--- src/rtl/token_decimate_scheduler_pkg.sv ---
// Shared constants and types for the token decimate scheduler.
package token_sched_pkg;

    localparam int unsigned N_CH_DEFAULT    = 4;
    localparam int unsigned RATIO_W_DEFAULT = 4;
    localparam int unsigned RATIO_DEFAULT   = 2;

    typedef logic [$clog2(N_CH_DEFAULT)-1:0] ch_idx_t;
    typedef logic [RATIO_W_DEFAULT-1:0]      ratio_t;

endpackage

--- src/rtl/token_decimate_scheduler_rr_arbiter.sv ---
// Combinational round-robin picker: first request at or after i_ptr, wrapping.
module rr_arbiter #(
    parameter  int unsigned N_CH = 4,
    localparam int unsigned CH_W = $clog2(N_CH)
) (
    input  logic [N_CH-1:0] i_req,
    input  logic [CH_W-1:0] i_ptr,
    output logic [CH_W-1:0] o_grant,
    output logic            o_any
);

    int unsigned w_idx;

    always_comb begin
        o_grant = '0;
        o_any   = 1'b0;
        w_idx   = 0;
        for (int unsigned k = 0; k < N_CH; k++) begin
            w_idx = (32'(i_ptr) + k) % N_CH;
            if (!o_any && i_req[CH_W'(w_idx)]) begin
                o_grant = CH_W'(w_idx);
                o_any   = 1'b1;
            end
        end
    end

endmodule

--- src/rtl/token_decimate_scheduler.sv ---
// Per-channel token decimators feeding a round-robin drained, registered
// valid/ready output; runtime ratio configuration through a write port.
module token_decimate_scheduler
    import token_sched_pkg::*;
#(
    parameter  int unsigned N_CH    = N_CH_DEFAULT,
    parameter  int unsigned RATIO_W = RATIO_W_DEFAULT,
    localparam int unsigned CH_W    = $clog2(N_CH)
) (
    input  logic               clk,
    input  logic               rst_n,
    input  logic [N_CH-1:0]    tok_in,
    input  logic               cfg_we,
    input  logic [CH_W-1:0]    cfg_ch,
    input  logic [RATIO_W-1:0] cfg_ratio,
    output logic               out_valid,
    output logic [CH_W-1:0]    out_ch,
    input  logic               out_ready,
    output logic [N_CH-1:0]    ovf
);

    logic [N_CH-1:0] w_pend;
    logic [N_CH-1:0] w_pass;
    logic [N_CH-1:0] w_grant_vec;
    logic [CH_W-1:0] w_grant;
    logic [CH_W-1:0] r_ptr;
    logic            w_any;
    logic            w_slot_free;
    logic            w_cfg_valid;

    assign w_slot_free = !out_valid || out_ready;
    assign w_cfg_valid = cfg_we && (32'(cfg_ch) < N_CH);

    rr_arbiter #(
        .N_CH (N_CH)
    ) u_arb (
        .i_req   (w_pend),
        .i_ptr   (r_ptr),
        .o_grant (w_grant),
        .o_any   (w_any)
    );

    for (genvar gi = 0; gi < N_CH; gi++) begin : g_ch
        logic [RATIO_W-1:0] r_ratio;
        logic [RATIO_W-1:0] r_cnt;
        logic               r_pend;
        logic               r_ovf;
        logic               w_cfg_hit;
        logic               w_tok;
        logic               w_at_end;

        assign w_cfg_hit        = w_cfg_valid && (cfg_ch == CH_W'(gi));
        // A token arriving with a config write to its own channel is discarded.
        assign w_tok            = tok_in[gi] && !w_cfg_hit;
        assign w_at_end         = (r_ratio <= RATIO_W'(1)) || (r_cnt == r_ratio - RATIO_W'(1));
        assign w_pass[gi]       = w_tok && w_at_end;
        assign w_grant_vec[gi]  = w_any && w_slot_free && (w_grant == CH_W'(gi));
        assign w_pend[gi]       = r_pend;
        assign ovf[gi]          = r_ovf;

        always_ff @(posedge clk) begin
            if (!rst_n) begin
                r_ratio <= RATIO_W'(RATIO_DEFAULT);
                r_cnt   <= '0;
                r_pend  <= 1'b0;
                r_ovf   <= 1'b0;
            end else begin
                if (w_cfg_hit) begin
                    r_ratio <= cfg_ratio;
                    r_cnt   <= '0;
                    r_ovf   <= 1'b0;
                end else if (w_tok) begin
                    r_cnt <= w_at_end ? '0 : r_cnt + RATIO_W'(1);
                end
                if (w_pass[gi] && r_pend && !w_grant_vec[gi]) begin
                    r_ovf <= 1'b1;
                end
                r_pend <= (r_pend && !w_grant_vec[gi]) || w_pass[gi];
            end
        end
    end

    always_ff @(posedge clk) begin
        if (!rst_n) begin
            out_valid <= 1'b0;
            out_ch    <= '0;
            r_ptr     <= '0;
        end else if (w_slot_free) begin
            if (w_any) begin
                out_valid <= 1'b1;
                out_ch    <= w_grant;
                r_ptr     <= (32'(w_grant) == N_CH - 1) ? '0 : w_grant + CH_W'(1);
            end else begin
                out_valid <= 1'b0;
            end
        end
    end

endmodule

--- config.mk ---
export PLATFORM = sky130hd
export DESIGN_NAME = token_decimate_scheduler
export DESIGN_NICKNAME = d
export VERILOG_FILES = /design/src/rtl/token_decimate_scheduler_pkg.sv /design/src/rtl/token_decimate_scheduler_rr_arbiter.sv /design/src/rtl/token_decimate_scheduler.sv
export SDC_FILE = /design/constraint.sdc
export NUM_CORES = 1
export LEC_CHECK = 0
export ABC_AREA = 1
export CAP_MARGIN = 20
export CORE_AREA = 5 5 65 96
export DETAILED_ROUTE_END_ITERATION = 6
export DIE_AREA = 0 0 70 101
export GPL_TIMING_DRIVEN = 0
export HOLD_SLACK_MARGIN = 0.1
export MAX_ROUTING_LAYER = met4
export PLACE_DENSITY = 0.74
export SYNTH_ARGS = -nofsm -noshare
export SYNTH_HDL_FRONTEND = slang
export SYNTH_SLANG_ARGS = --single-unit
--- constraint.sdc ---
create_clock -name clk -period 1.8 [get_ports clk]
set_clock_uncertainty 0.05 [all_clocks]
set_input_delay 0.27 -clock clk [delete_from_list [all_inputs] [get_ports clk]]
set_output_delay 0.27 -clock clk [all_outputs]
set_load 0.02 [all_outputs]
# Word level (Yosys, flattened, before mapping)

Cells that the tools add are included.

Word-level logic and storage cells: 144
Output and inout port bits: 7
Bits of input ports: 14
Flip-flop bits (word level): 45

Bitwise operators: 1
Add/sub/neg operators: 12
Equality and inequality tests: 10
Reductions and logical operators: 64
Mux-type cells: 30
Order comparisons: 8

Operator list:

| kind                                                           | count |
|---|---|
| logical AND 1 bit                                              | 32 |
| 2-to-1 mux 1 bit                                               | 17 |
| adder 4 x 1 -> 4 bit, second input constant                    | 4 |
| equality test 4 bit                                            | 4 |
| less-or-equal comparator 4 x 1 -> 1 bit, second input constant | 4 |
| 2-to-1 mux 4 bit                                               | 4 |
| subtractor 4 x 1 -> 4 bit, second input constant               | 4 |
| zero test 1 bit                                                | 12 |
| < comparator 2 x 3 -> 1 bit, second input constant             | 4 |
| 2-to-1 mux 2 bit                                               | 5 |
| logical OR 1 bit                                               | 9 |
| binary-select mux 1 bit (select 2 bit)                         | 4 |
| equality test 2 bit, second input constant                     | 4 |
| nonzero test 2 bit                                             | 4 |
| OR reduction 2 bit                                             | 4 |
| adder 2 x 1 -> 2 bit, second input constant                    | 2 |
| adder 2 bit, second input constant                             | 2 |
| equality test 2 x 1 -> 1 bit, second input constant            | 2 |
| zero test 2 bit                                                | 2 |
| AND reduction 2 bit                                            | 1 |
| NOT 1 bit                                                      | 1 |

# Depth between registers and ports, before layout

Depth after elaboration: 17
Gate-level depth with buffers: 15
Depth with buffers taken out: 14

# Hierarchy

Synthesis repeated with hierarchy kept, for this count alone.

Cells, all modules: 413
Area, all modules: 2844.0 µm²

By module, submodules not included:

| module                   | area each (µm²) | cells an instance | times used |
|---|---|---|---|
| token_decimate_scheduler | 2524.9          | 354               | 1 |
| rr_arbiter               | 319.1           | 59                | 1 |

# Least setup slack after synthesis

No wires, ideal clock.

Kind: flip-flop to flip-flop
From: register r_ptr[0]
To: register r_ptr[1]
Data required time: 1.634 ns
Arrival: 1.646 ns
Period minus slack after synthesis: 1.812 ns
Cell stages (with the launch flop): 13
Path buffers: 1
Slack: -0.012 ns
Path through: dfxtp_1 -> buf_6 -> inv_4 -> nand2_1 -> nand3_1 -> nand2_2 -> nor2_8 -> nand3_4 -> nand3_1 -> inv_1 -> ha_1 -> o21ai_0 -> nor2_1

Cells in the longest elaborated chain, start to end: 14
Elaborated cells between the ends (all ways): 29

RTL lines:

| item                                                                          | line                                      | RTL |
|---|---|---|
| start, declared                                                               | token_decimate_scheduler.sv:26            | `logic [CH_W-1:0] r_ptr;` |
| start signal, assigned                                                        | token_decimate_scheduler.sv:92            | `r_ptr <= (32'(w_grant) == N_CH - 1) ? '0 : w_grant + CH_W'(1);` |
| parallel branches: the longest is 11 deep, another holds adder 2 x 1 -> 2 bit | n/a                                       |  |
| 2-to-1 mux 2 bit *                                                            | token_decimate_scheduler_rr_arbiter.sv:20 | `if (!o_any && i_req[CH_W'(w_idx)]) begin` |
| named net u_arb.o_grant[0]                                                    | token_decimate_scheduler_rr_arbiter.sv:8  | `output logic [CH_W-1:0] o_grant,` |
| adder 2 x 1 -> 2 bit / equality test 2 bit (equally long branches)            | token_decimate_scheduler.sv:92            |  |
| 2-to-1 mux 2 bit *                                                            | token_decimate_scheduler.sv:92            |  |

Mark *: on every way through the listed nets, which the timed path passes. The select of a mux whose other input is x is not followed.
A chain may end at the register's enable or synchronous reset.

# Worst setup path after layout

From: register r_ptr[0]
To: register g_ch[1].r_pend

Cells in the longest elaborated chain, start to end: 17
Elaborated cells between the ends (all ways): 31

RTL lines:

| item                                                                          | line                                      | RTL |
|---|---|---|
| parallel branches: the longest is 11 deep, another holds adder 2 x 1 -> 2 bit | n/a                                       |  |
| 2-to-1 mux 2 bit *                                                            | token_decimate_scheduler_rr_arbiter.sv:20 |  |
| named net u_arb.o_grant[0]                                                    | token_decimate_scheduler_rr_arbiter.sv:8  |  |
| equality test 2 x 1 -> 1 bit *                                                | token_decimate_scheduler.sv:57            | `assign w_grant_vec[gi] = w_any && w_slot_free && (w_grant == CH_W'(gi));` |
| logical AND 1 bit *                                                           | token_decimate_scheduler.sv:57            |  |
| zero test 1 bit *                                                             | token_decimate_scheduler.sv:78            | `r_pend <= (r_pend && !w_grant_vec[gi]) \|\| w_pass[gi];` |
| logical AND 1 bit *                                                           | token_decimate_scheduler.sv:78            |  |
| logical OR 1 bit *                                                            | token_decimate_scheduler.sv:78            |  |
| end signal, assigned                                                          | token_decimate_scheduler.sv:78            |  |
| end, declared                                                                 | token_decimate_scheduler.sv:46            | `logic r_pend;` |

Marked as above.

==> results_dict.tcl <==
set metrics [dict create \
    std_cell_rows 33 \
    ffs_w_async_s_r_synth_pct 0 \
    powerDensity_nw_per_um2 1158 \
    nNetsFinal 455 \
    clock_tree.root_cell "sky130_fd_sc_hd__clkbuf_8" \
    num_io_pins 21 \
    cts.sinks 45 \
    setup.worst_path.end_class "register" \
    reg2reg_from "r_ptr[0]" \
    die-area_sq_um 7070 \
    violations "negative setup slack" \
    yosys_warnings 0 \
    final.period_utilization_pct 102.2 \
    regToRegEndpoint "g_ch[1].r_pend" \
    vias 2544 \
    vias_per_cell 5.129 \
    maximum_buffer_depth_of_the_clock_tree 2 \
    cap_violations 0 \
    rr_worst_depth 13 \
    worst_hold_launch "g_ch[3].r_ovf" \
    grt_setup_unrepaired "true" \
    core_region_area_sq_um 5368 \
    portBuffers 20 \
    hold-path-cell-count 2 \
    swShare_pct 43.59 \
    slew_violations 0 \
    number_of_global_route_vias_before_repair 2354 \
    drive_gt1_share_pct 20.42 \
    netlist-cell-type-count 31 \
    setup.worst_path.start_class "register" \
    max_slew_headroom_pct 64.56 \
    cp_max_fo 5 \
    drt_pre_antenna_iters 4 \
    synthesis.instances 393 \
    num-fill-cells 504 \
    flow.area_growth_from_synthesis_pct 23.76 \
    grt_max_degree 15 \
    antenna_cells 0 \
    cp.required_ns 1.97 \
    finalWeightedCongestion 0.8355 \
    finalPower_mw 3.841 \
    ys_seq_elements 45 \
    final_critical_path_required_period_ns 1.840 \
    timing_worst_setup_path_type "register to register" \
    worstMarginPinSlew_ns 0.5316 \
    post_drt_wl_per_cell_microns 12.12 \
    worst_setup_hold_path_clk_slew_ns 0.09 \
    effective_utilization_at_floorplan_pct 49.93 \
    number_of_enable_flip_flop_cells_after_synthesis 0 \
    die_h_microns 101 \
    grt_pass1_wl_mm 9.846 \
    cp_data_arrival_time_ns 2.01 \
    combinationalPowerShare_pct 53.6 \
    drt_wl_total_mm 6.010 \
    die_width_microns 70 \
    cts_htree_levels 2 \
    drc_violation_count_after_routing 0 \
    worst-r2r-setup-slack_ns -0.04 \
    power.static_leakage_nw 1.486 \
    pwr-share-seq_pct 30.4 \
    worstHoldEndpoint "g_ch[3].r_ovf" \
    cts_tree "done" \
    setup_ws_ns -0.03977 \
    syn_area_sq_um 2680 \
    max_freq_mhz 543.5 \
    grt_antenna_before_repair 0 \
    cell_internal_pwr_mw 2.166 \
    global_route.usage.total_pct 17.49 \
    power_frac_clock_pct 16.1 \
    post-dp-hpwl_mm 4.312 \
    synth_net_count 423 \
    gr_overflow_total 0 \
    setup_viol 4 \
    final_hold_viols 0 \
    outcome "finished, violations left" \
    first_iter_violations 60 \
    synth_ff_type "sky130_fd_sc_hd__dfxtp_1" \
    post-place-ws_ns -0.1590 \
    cts_buffers 5 \
    ant_nets 0 \
    worstHoldPathType "register to register" \
    power_switching_mw 1.674 \
    clkLatencyLatePin_ns 0.30 \
    vdd_ir_drop_max_mv 0.6621 \
    synth-seq-area-share_pct 33.61 \
    hold_buffers 0 \
    syn_area_per_cell_sq_um 6.820 \
]
critical path, cell delays in order (launching register included):
cell and delay, ns:
sky130_fd_sc_hd__dfxtp_2 0.34, sky130_fd_sc_hd__buf_6 0.13, sky130_fd_sc_hd__nand2_1 0.12, sky130_fd_sc_hd__nand3_1 0.11, sky130_fd_sc_hd__nand2_2 0.10, sky130_fd_sc_hd__nand3_2 0.09
sky130_fd_sc_hd__nand2_1 0.12, sky130_fd_sc_hd__nand2_2 0.09, sky130_fd_sc_hd__nand3_4 0.11, sky130_fd_sc_hd__inv_2 0.06, sky130_fd_sc_hd__ha_2 0.17, sky130_fd_sc_hd__nand3_1 0.09
sky130_fd_sc_hd__nand2_2 0.08, sky130_fd_sc_hd__a21oi_2 0.11
kinds of logic (layout without fill, tap and decap cells):
| kind of cell | after synthesis | in the layout | synth area share (%) |
|---|---|---|---|
| buffers and inverters | 67 | 100 | 10.32 |
| flip-flops | 45 | 45 | 33.61 |
| AO/OA/AOI/OAI | 58 | 58 | 11.48 |
| XOR/XNOR | 13 | 13 | 4.248 |
| AND/OR/NAND/NOR | 194 | 194 | 32.87 |
| adder cells (fa/ha/maj) | 16 | 16 | 7.470 |
stage by stage:
stage	util (%)	setup TNS [ns]	std cells	hold WS [ns]	cell area, sq um
6_report	61.79	-0.1129	496	0.4233	3317
5_1_grt	61.79	-0.9016	496	0.4486	3317
4_1_cts	58.72	-0.07385	494	0.4289	3152
3_5_place_dp	55.38	-2.176	483	0.4163	2973
3_3_place_gp	55.38	-1.456	483	0.3999	2973
2_1_floorplan	-	0	393	0.3464	2685
cells in the mapped netlist, types with 2 or more instances:
cell type,count,area [sq um]
sky130_fd_sc_hd__a21oi_1,24,120.1
sky130_fd_sc_hd__buf_4,4,30.03
sky130_fd_sc_hd__clkbuf_1,2,7.510
sky130_fd_sc_hd__dfxtp_1,45,900.9
sky130_fd_sc_hd__ha_1,16,200.2
sky130_fd_sc_hd__inv_1,51,191.4
sky130_fd_sc_hd__inv_2,7,26.28
sky130_fd_sc_hd__nand2_1,107,401.6
sky130_fd_sc_hd__nand2_2,5,31.28
sky130_fd_sc_hd__nand2_4,3,33.78
sky130_fd_sc_hd__nand2b_1,3,18.77
sky130_fd_sc_hd__nand3_1,25,125.1
sky130_fd_sc_hd__nand4_1,4,25.02
sky130_fd_sc_hd__nor2_1,33,123.9
sky130_fd_sc_hd__nor2_2,3,18.77
sky130_fd_sc_hd__nor3_1,3,15.01
sky130_fd_sc_hd__nor3_2,2,20.02
sky130_fd_sc_hd__o211ai_1,5,37.54
sky130_fd_sc_hd__o21ai_0,21,105.1
sky130_fd_sc_hd__o21ai_1,4,20.02
sky130_fd_sc_hd__o22ai_1,4,25.02
sky130_fd_sc_hd__or2_1,2,12.51
sky130_fd_sc_hd__xnor2_1,4,35.03
sky130_fd_sc_hd__xor2_1,9,78.83
placed cells by master (no fill, tap or decap), types with 13 or more instances in the layout:
| master | instances |
|---|---|
| sky130_fd_sc_hd__nand2_1 | 87 |
| sky130_fd_sc_hd__o21ai_0 | 20 |
| sky130_fd_sc_hd__inv_1 | 47 |
| sky130_fd_sc_hd__clkdlybuf4s50_1 | 20 |
| sky130_fd_sc_hd__nand3_1 | 14 |
| sky130_fd_sc_hd__ha_1 | 13 |
| sky130_fd_sc_hd__nand2_2 | 18 |
| sky130_fd_sc_hd__a21oi_1 | 23 |
| sky130_fd_sc_hd__dfxtp_1 | 40 |
| sky130_fd_sc_hd__nor2_1 | 33 |
power by group through the flow:
stage / Sequential (mW) / Combinational, mW / Clock, mW
floorplan: 1.19 / 1.07 / 0
global placement: 1.18 / 1.37 / 0
detailed placement: 1.18 / 1.42 / 0
CTS: 1.17 / 1.68 / 0.631
global route: 1.18 / 2.25 / 0.671
finish: 1.17 / 2.06 / 0.617
sequential cells by signal, indices dropped and copies added, names as in the netlist:
signal,flops
out_ch,2
g_ch.r_ratio,16
g_ch.r_ovf,4
out_valid,1
g_ch.r_pend,4
r_ptr,2
g_ch.r_cnt,16
how the worst max path moves through the flow:
stage                  start              to  slack (ns)  depth (start not counted)
finish              r_ptr[0]  g_ch[1].r_pend       -0.04                         13
detailed placement  r_ptr[0]        r_ptr[1]       -0.16                         12
global placement    r_ptr[0]        r_ptr[1]       -0.12                         12
floorplan           r_ptr[0]        r_ptr[1]        0.03                         12
CTS                 r_ptr[0]  g_ch[2].r_pend       -0.03                         15
global route        r_ptr[0]  g_ch[1].r_pend       -0.12                         14
cell type report:
| type | instances | area (sq um) | share of cell area (%) |
|---|---|---|---|
| clock inverter | 3 | 17.52 | 0.5281 |
| multi-input combinational | 281 | 1699 | 51.23 |
| inverter | 60 | 235.2 | 7.092 |
| timing repair buffer | 25 | 247.7 | 7.469 |
| buffer | 7 | 48.80 | 1.471 |
| clock buffer | 5 | 68.82 | 2.075 |
| sequential | 45 | 912.1 | 27.50 |
| tap | 70 | 87.58 | 2.641 |
metal layers:
layer / share of wire (%) / global-route usage, % / up-vias / wire, microns
met4: 1.7 / 6.490 / 0 / 101
met5: 0 / - / - / 0
met1: 40 / 18.09 / 1175 / 2393
met3: 3.7 / 2.295 / 10 / 224
met2: 55 / 33.28 / 52 / 3290
li1: - / - / 1307 / -
repair_timing:
action	4_1_cts	5_1_grt
gates cloned	1	0
buffers inserted	2	2
resized for setup	24	37
pin swaps	17	15
setup endpoints to repair	9	21
Note: power is estimated with default switching activity, not from simulation.
